**src/rtl/uart_arb_pkg.sv**
```systemverilog
// rtl/uart_arb_pkg.sv - shared state type and round-robin pick helper for the UART transmit arbiter
package uart_arb_pkg;

  typedef enum logic [1:0] {
    IDLE  = 2'd0,
    OWN   = 2'd1,
    DRAIN = 2'd2
  } arb_state_e;

  localparam int MAX_REQ   = 8;
  localparam int MAX_GID_W = 3;

  typedef struct packed {
    logic                 found;
    logic [MAX_GID_W-1:0] idx;
  } rr_pick_t;

  function automatic int gid_width(input int num_req);
    return (num_req > 1) ? $clog2(num_req) : 1;
  endfunction

  // First set bit of valid_vec at or after ptr, wrapping at num_req.
  function automatic rr_pick_t rr_pick(input logic [MAX_REQ-1:0]   valid_vec,
                                       input logic [MAX_GID_W-1:0] ptr,
                                       input int                   num_req);
    rr_pick_t res;
    int       idx;
    res.found = 1'b0;
    res.idx   = '0;
    for (int k = 0; k < MAX_REQ; k++) begin
      idx = (int'(ptr) + k) % num_req;
      if (k < num_req && !res.found && valid_vec[idx[MAX_GID_W-1:0]]) begin
        res.found = 1'b1;
        res.idx   = idx[MAX_GID_W-1:0];
      end
    end
    return res;
  endfunction

endpackage

```
**src/rtl/uart_arb_out_reg.sv**
```systemverilog
// rtl/uart_arb_out_reg.sv - single-entry valid/ready holding register feeding the UART core
module uart_arb_out_reg #(
  parameter int DATA_W = 8
) (
  input  logic              clk_i,
  input  logic              rst_ni,
  input  logic              in_valid_i,
  input  logic [DATA_W-1:0] in_data_i,
  output logic              in_ready_o,
  output logic              out_valid_o,
  output logic [DATA_W-1:0] out_data_o,
  input  logic              out_ready_i
);

  logic              valid_q, valid_d;
  logic [DATA_W-1:0] data_q, data_d;

  assign in_ready_o  = !valid_q || out_ready_i;
  assign out_valid_o = valid_q;
  assign out_data_o  = data_q;

  always_comb begin
    valid_d = valid_q;
    data_d  = data_q;
    if (in_valid_i && in_ready_o) begin
      valid_d = 1'b1;
      data_d  = in_data_i;
    end else if (out_ready_i) begin
      valid_d = 1'b0;
    end
  end

  always_ff @(posedge clk_i or negedge rst_ni) begin
    if (!rst_ni) begin
      valid_q <= 1'b0;
      data_q  <= '0;
    end else begin
      valid_q <= valid_d;
      data_q  <= data_d;
    end
  end

endmodule

```
**src/rtl/uart_tx_arbiter.sv**
```systemverilog
// rtl/uart_tx_arbiter.sv - packet-locked round-robin arbiter sharing one UART transmit stream
module uart_tx_arbiter
  import uart_arb_pkg::*;
#(
  parameter int  NUM_REQ       = 2,
  parameter int  DATA_W        = 8,
  parameter int  STALL_TIMEOUT = 1024,
  localparam int GID_W         = gid_width(NUM_REQ)
) (
  input  logic                      clk_clk,
  input  logic                      reset_reset_n,
  input  logic [NUM_REQ-1:0]        req_valid,
  input  logic [NUM_REQ*DATA_W-1:0] req_data,
  input  logic [NUM_REQ-1:0]        req_last,
  output logic [NUM_REQ-1:0]        req_ready,
  output logic                      tx_valid,
  output logic [DATA_W-1:0]         tx_data,
  input  logic                      tx_ready,
  output logic [GID_W-1:0]          grant_id,
  output logic                      busy,
  output logic                      abort_pulse
);

  localparam int CNT_W = $clog2(STALL_TIMEOUT);

  arb_state_e         state_q, state_d;
  logic [GID_W-1:0]   grant_q, grant_d;
  logic [GID_W-1:0]   rr_ptr_q, rr_ptr_d;
  logic [GID_W-1:0]   next_ptr;
  logic               busy_q, busy_d;
  logic [CNT_W-1:0]   stall_q, stall_d;
  logic [MAX_REQ-1:0] valid_ext;
  rr_pick_t           pick;
  logic               own_valid, own_last, accept, oreg_ready;
  logic [DATA_W-1:0]  own_data;

  always_comb begin
    valid_ext                = '0;
    valid_ext[NUM_REQ-1:0]   = req_valid;
  end

  assign pick      = rr_pick(valid_ext, MAX_GID_W'(rr_ptr_q), NUM_REQ);
  assign own_valid = req_valid[grant_q];
  assign own_last  = req_last[grant_q];
  assign own_data  = req_data[grant_q*DATA_W +: DATA_W];
  assign next_ptr  = (grant_q == GID_W'(NUM_REQ - 1)) ? '0 : grant_q + 1'b1;

  always_comb begin
    state_d     = state_q;
    grant_d     = grant_q;
    rr_ptr_d    = rr_ptr_q;
    busy_d      = busy_q;
    stall_d     = stall_q;
    req_ready   = '0;
    accept      = 1'b0;
    abort_pulse = 1'b0;
    case (state_q)
      IDLE: begin
        stall_d = '0;
        if (pick.found) begin
          grant_d = GID_W'(pick.idx);
          busy_d  = 1'b1;
          state_d = OWN;
        end
      end
      OWN: begin
        req_ready[grant_q] = oreg_ready;
        accept             = own_valid && oreg_ready;
        stall_d            = own_valid ? '0 : stall_q + 1'b1;
        if (accept && own_last) begin
          rr_ptr_d = next_ptr;
          busy_d   = 1'b0;
          state_d  = DRAIN;
        end else if (!own_valid && stall_q == CNT_W'(STALL_TIMEOUT - 1)) begin
          // A byte already latched still goes out; DRAIN waits for it.
          abort_pulse = 1'b1;
          rr_ptr_d    = next_ptr;
          busy_d      = 1'b0;
          stall_d     = '0;
          state_d     = DRAIN;
        end
      end
      DRAIN: begin
        if (!tx_valid || tx_ready) state_d = IDLE;
      end
      default: state_d = IDLE;
    endcase
  end

  always_ff @(posedge clk_clk or negedge reset_reset_n) begin
    if (!reset_reset_n) begin
      state_q  <= IDLE;
      grant_q  <= '0;
      rr_ptr_q <= '0;
      busy_q   <= 1'b0;
      stall_q  <= '0;
    end else begin
      state_q  <= state_d;
      grant_q  <= grant_d;
      rr_ptr_q <= rr_ptr_d;
      busy_q   <= busy_d;
      stall_q  <= stall_d;
    end
  end

  assign grant_id = grant_q;
  assign busy     = busy_q;

  uart_arb_out_reg #(
    .DATA_W (DATA_W)
  ) u_out_reg (
    .clk_i       (clk_clk),
    .rst_ni      (reset_reset_n),
    .in_valid_i  (accept),
    .in_data_i   (own_data),
    .in_ready_o  (oreg_ready),
    .out_valid_o (tx_valid),
    .out_data_o  (tx_data),
    .out_ready_i (tx_ready)
  );

endmodule

```
**config.mk**
```make
export PLATFORM = sky130hd
export DESIGN_NAME = uart_tx_arbiter
export DESIGN_NICKNAME = d
export VERILOG_FILES = /design/src/rtl/uart_arb_pkg.sv /design/src/rtl/uart_arb_out_reg.sv /design/src/rtl/uart_tx_arbiter.sv
export SDC_FILE = /design/constraint.sdc
export NUM_CORES = 1
export LEC_CHECK = 0
export CORE_MARGIN = 2
export CORE_UTILIZATION = 47
export DETAILED_ROUTE_END_ITERATION = 8
export PLACE_DENSITY = 0.86
export SKIP_LAST_GASP = 1
export SLEW_MARGIN = 20
export SYNTH_ARGS = -nofsm -noshare
export SYNTH_HDL_FRONTEND = slang
export SYNTH_SLANG_ARGS = --single-unit
```
**constraint.sdc**
```tcl
create_clock -name clk_clk -period 2.3 [get_ports clk_clk]
set_input_delay 0.46 -clock clk_clk [delete_from_list [all_inputs] [get_ports clk_clk]]
set_output_delay 0.46 -clock clk_clk [all_outputs]
set_load 0.01 [all_outputs]
```
* After elaboration in Yosys (flattened, before gate mapping)
Index checks and enable logic that the tools add are counted.
** Word-level totals
- Register bits after elaboration :: 24
- Bits of input ports :: 23
- Output and inout port bits :: 14
- Logic and storage cells :: 76
** Operators by class
- Add/subtract/negate cells :: 3
- Order comparisons :: 4
- Equal/unequal tests :: 6
- Shifts and indexed selects :: 1
- Mux-type cells :: 35
- Bitwise logic cells :: 2
- Reductions and logical operators :: 18
** Operators by type and width (number)
- $mux W10 :: 3
- $mux W1 :: 20
- $pmux W10 S2 :: 1
- $shiftx A16 B5 Y8 :: 1
- $add A10 B1 Y10 const B :: 1
- $eq A10 B10 Y1 const B :: 1
- $mux W2 :: 5
- $mux W4 :: 2
- $logic_and A1 B1 Y1 :: 6
- $pmux W2 S3 :: 1
- $reduce_and A3 Y1 :: 2
- $reduce_bool A2 Y1 :: 3
- $lt A1 B4 Y1 const B :: 1
- $lt A3 B4 Y1 const B :: 1
- $ne A2 B2 Y1 const B :: 2
- $reduce_and A2 Y1 :: 2
- $logic_not A1 Y1 :: 3
- $ne A3 B3 Y1 const B :: 1
- $add A1 B1 Y1 const B :: 2
- $and A2 B2 Y2 :: 1
- $bmux W1 S2 :: 1
- $eq A2 B1 Y1 const B :: 1
- $eq A2 B2 Y1 const B :: 1
- $logic_not A2 Y1 :: 1
- 6 further kinds :: 6

* Depth between registers and ports, before layout
- Word-level depth :: 8
- Depth in mapped cells :: 6
- Gate-level depth less buffers :: 5

* By module
From an unflattened synthesis, not the netlist that was laid out.
** Unflattened totals
- Cells, all modules :: 124
- Area total of the unflattened synthesis :: 1375.1 sq um
** Modules (own cells, without submodules)
- uart_tx_arbiter :: times used 1, cells each 104, area an instance 989.7 sq um, sequential area each 375.4 sq um
- uart_arb_out_reg :: times used 1, cells each 20, area an instance 385.4 sq um, sequential area each 225.2 sq um

* Worst setup path before layout
No wires, ideal clock.
- Path kind :: flip-flop to output port
- Start point :: register stall_q[0]
- End point :: output abort_pulse
- Arrival time :: 1.198 ns
- Path slack :: 0.642 ns
- Stages on the path, launching flop included :: 5
- Path buffers :: 0
- Path through :: dfrtp_1 ha_1 nand4_1 or3_4 nor2_1
** On the way
- Word-level cells in the longest chain between the ends :: 5
** Ends and longest elaborated chain
- from (decl) :: line uart_tx_arbiter.sv:31 : logic [CNT_W-1:0] stall_q, stall_d;
- from (signal assigned) :: line uart_tx_arbiter.sv:102 : stall_q <= stall_d;
- $eq A10 B10 Y1 :: line uart_tx_arbiter.sv:74 : end else if (!own_valid && stall_q == CNT_W'(STALL_TIMEOUT - 1)) begin
- $logic_and A1 B1 Y1 :: line uart_tx_arbiter.sv:74
- $mux W1 :: line uart_tx_arbiter.sv:74
- $mux W1 :: line uart_tx_arbiter.sv:70 : if (accept && own_last) begin
- $mux W1 :: line uart_tx_arbiter.sv:57 : case (state_q)
- to (decl) :: line uart_tx_arbiter.sv:21 : output logic abort_pulse
No other way between the ends.

* Worst setup path after layout
- Start point :: input tx_ready
- End point :: output req_ready[1]
** On the way
- Word-level cells in the longest chain between the ends :: 3
** Ends and longest elaborated chain
- from (decl) :: line uart_tx_arbiter.sv:18 : input logic tx_ready,
- $logic_or A1 B1 Y1 :: line uart_arb_out_reg.sv:18 : assign in_ready_o = !valid_q || out_ready_i;
- $and A2 B2 Y2 (no line)
- $mux W2 :: line uart_tx_arbiter.sv:57
- to (decl) :: line uart_tx_arbiter.sv:15 : output logic [NUM_REQ-1:0] req_ready,
No other way between the ends.

==> results.toml <==
[clock_network]
ctsLongestPathBuffers = 2
numClockSinks = 24
root_buffer = "clkbuf_4"
clk_latency_ns = 0.32
cts_buffers = 3
clk_pin_slew_ns = 0.14
htree_levels = 1
cts_tree = "yes"

[detailed_routing]
ant_nets = 0
vias_per_cell = 6.07
drt_iter0_drc = 60
wire_per_inst_um = 16.2
routed-via-count = 1287
drt_pass1_iterations = 4
drc_errors = 0
wirelength_um = 3430

[critical_path]
cpPeakStageDelay_ns = 0.53
crit_arrival_ns = 1.77
cpMostUsedCell = "clkdlybuf4s50_1"
crit_required_ns = 1.84
path_cells = "clkdlybuf4s50_1 > nand2b_1 > and3_1 > clkdlybuf4s50_1"
slowest_stage = "clkdlybuf4s50_1"
cp_num_buf_inv = 2
cp-start-kind = "input port"
path_delay_family = "buffers and inverters"
crit_path_max_fanout = 4
crit_type = "input port to primary output"
critPathCaptureType = "primary output"

[power_and_ir_drop]
p_switching_uw = 789
sequentialPowerShare_pct = 29.9
ir_drop_v = 0.000828
p_comb_share_pct = 55.4
p_leak_nw = 0.840
swShare_pct = 36.8
power.density_nw_per_um2 = 1150
p_int_mw = 1.36
clkPwrFrac_pct = 14.7

[synthesis]
syn_area_per_cell_um2 = 10.0
ys_seq_area_share_pct = 45.8
synthXorXnorAreaFrac_pct = 0
synth-async-reset-ratio_pct = 100
syn_nets = 155
synth_top_family_by_area = "simple AND/OR/NAND/NOR gates"
synth_top_area_share_pct = 45.8
synth_cell_types = 37
synth-main-ff-cell = "dfrtp_1"
synth_top_area_cell = "dfrtp_1"
yosys.area_share.adder_pct = 0.954
syn_area_um2 = 1310
synth-compound-area-share_pct = 19.4
ys_warn_count = 0
synth_cells = 131
synth-seq-cells = 24
synth-simple-area-share_pct = 19.4
netlist_top_cells_area = "dfrtp_1, mux2i_1, a31oi_1, a21oi_1, nand2_1"
synthMuxAreaShare_pct = 11.3
synth_edf_count = 0

[min_path]
min_path_type = "input port to asynchronous set/reset pin"

[cells_and_area]
drive_above_1_share_pct = 18.2
fin_nets = 206
final_area_um2 = 1870
final_util_pct = 69.1
n_fill_cell = 203
fin_cells = 212
num_antenna_cells = 0
area_growth_syn_to_layout_pct = 42.7

[timing]
finalHoldViolCount = 0
rsz0062_at_grt = "false"
fin_ws_ns = 0.0676
fin_crit_ns = 2.23
relSlewSlack_pct = 63.9
setup_violations = 0
fin_skew_ns = 0.00170
fin_crit_sh_pct = 97.1
tightest_slew_ns = 0.539
hold_slack_ns = 0.481
clock.fmax_mhz = 448
slew_violations = 0

[global_route]
overflow = 0
grt_max_degree = 25
grt_pass1_wl_um = 5760
grt_use_total_pct = 22.8
grt_pass1_vias = 1289
antenna_found_initial = 0

[floorplanning]
die_h_um = 56.8
placementRows = 19
die_area_um2 = 3230
num_io_pins = 37
core_area_um2 = 2710
start_util_pct = 48.4
die_w_um = 56.8

[placed_design]
placed_cells = 203
post-dp-hpwl_um = 2540
gp_congestion = 0.781
placed_area_um2 = 1770
io_buffers = 36
pre_cts_ws_ns = -0.0483

[outcome]
status = "completed"

[flow_run]
drv_cap = 0
-- layout by cell type, fill, tap and decap left out, drive strengths merged, types with 2 or more instances in the layout --
cell            n
a22o            2
nand3           3
mux2            3
clkdlybuf4s50  34
nand4           2
mux2i          11
buf            16
o21ai           4
a31oi          11
a21oi          11
nand2          12
nor2            9
and3            3
a31o            3
nand2b          2
dfrtp          24
clkbuf          4
inv             3
o31ai           5
nor2b           2
nor3            3
-- per-stage QoR --
stage | total power [mW] | setup TNS (ns)
floorplan | 1.26 | 0
global placement | 1.72 | -0.0317
detailed placement | 1.77 | -0.0483
CTS | 2.13 | -0.00362
global route | 2.28 | 0
finish | 2.14 | 0
-- power groups by stage --
stage / Combinational, mW / Sequential [mW] / Clock (mW)
6_report: 1.19 / 0.641 / 0.316
5_1_grt: 1.29 / 0.661 / 0.332
4_1_cts: 1.17 / 0.639 / 0.319
3_5_place_dp: 1.11 / 0.662 / 0
3_3_place_gp: 1.06 / 0.656 / 0
2_1_floorplan: 0.554 / 0.702 / 0
-- sequential cells by signal (all words and copies together) (netlist names) --
| name | flops |
|---|---|
| rr_ptr_q | 1 |
| busy | 1 |
| u_out_reg.out_valid_o | 1 |
| state_q | 2 |
| stall_q | 10 |
| u_out_reg.out_data_o | 8 |
| grant_id | 1 |
-- final cells by class --
| cell class | instances | area, µm² | share of cell area (%) |
|---|---|---|---|
| clock buffers | 3 | 22.5 | 1.20 |
| clock inverters | 1 | 30.0 | 1.60 |
| inverters | 3 | 11.3 | 0.602 |
| multi-input cells | 98 | 678 | 36.2 |
| flip-flops and latches | 24 | 601 | 32.1 |
| well taps | 31 | 38.8 | 2.07 |
| repair buffers | 52 | 490 | 26.2 |
-- worst reg2reg max path, stage by stage, from the launching register on --
cell,delay (ns)
dfrtp_1,0.39
buf_4,0.25
mux2_4,0.42
nor4_2,0.36
o21ai_1,0.17
mux2i_1,0.14
-- path summary, 6_finish.rpt --
check / startpoint / endpoint / slack, ns / depth (start not counted)
setup reg to reg: grant_id$_DFFE_PN0P_ / rr_ptr_q$_DFFE_PN0P_ / 0.48 / 5
min in group clk_clk: rr_ptr_q$_DFFE_PN0P_ / rr_ptr_q$_DFFE_PN0P_ / 0.54 / 2
setup / recovery: tx_ready / req_ready[1] / 0.07 / 4
max in group asynchronous: reset_reset_n / busy$_DFFE_PN0P_ / 1.57 / 2
hold reg to reg: rr_ptr_q$_DFFE_PN0P_ / rr_ptr_q$_DFFE_PN0P_ / 0.54 / 2
hold / removal: reset_reset_n / stall_q[9]$_DFFE_PN0N_ / 0.48 / 2
-- cells in the mapped netlist, types with 2 or more instances --
cell type and count:
dfrtp_1 24, nand2_1 12, a21oi_1 11, a31oi_1 11
mux2i_1 11, nor2_1 9, o31ai_1 5, clkbuf_1 4
a31o_1 3, and3_1 3, inv_1 3, o21ai_0 3
a22o_1 2, mux2_2 2, nand2b_1 2, nand3_1 2
nand4_1 2, nor2b_1 2, nor3_1 2
-- timing repair --
item                                    4_1_cts  5_1_grt
resized for setup                             2        5
hold buffers                                  0        0
buffers inserted                              3        2
endpoints found under the setup margin        3        2
-- cells by family (layout without fill, tap and decap cells) --
family / count (synthesis) / in the layout
simple gates: 44 / 44
compound gates: 39 / 39
flops: 24 / 24
mux: 14 / 14
buf+inv: 9 / 59
fa+ha+maj: 1 / 1
-- per-layer routing --
metal  global-route usage (%)  share of wire, %  vias up  wire (µm)
li1                         -                 -      588          -
met3                     4.84               6.0        6        207
met1                     27.6                38      641       1310
met5                        0                 0        -          0
met2                     39.7                54       52       1860
met4                     7.97               1.4        0         49
Power figures use the tool's default switching activity.
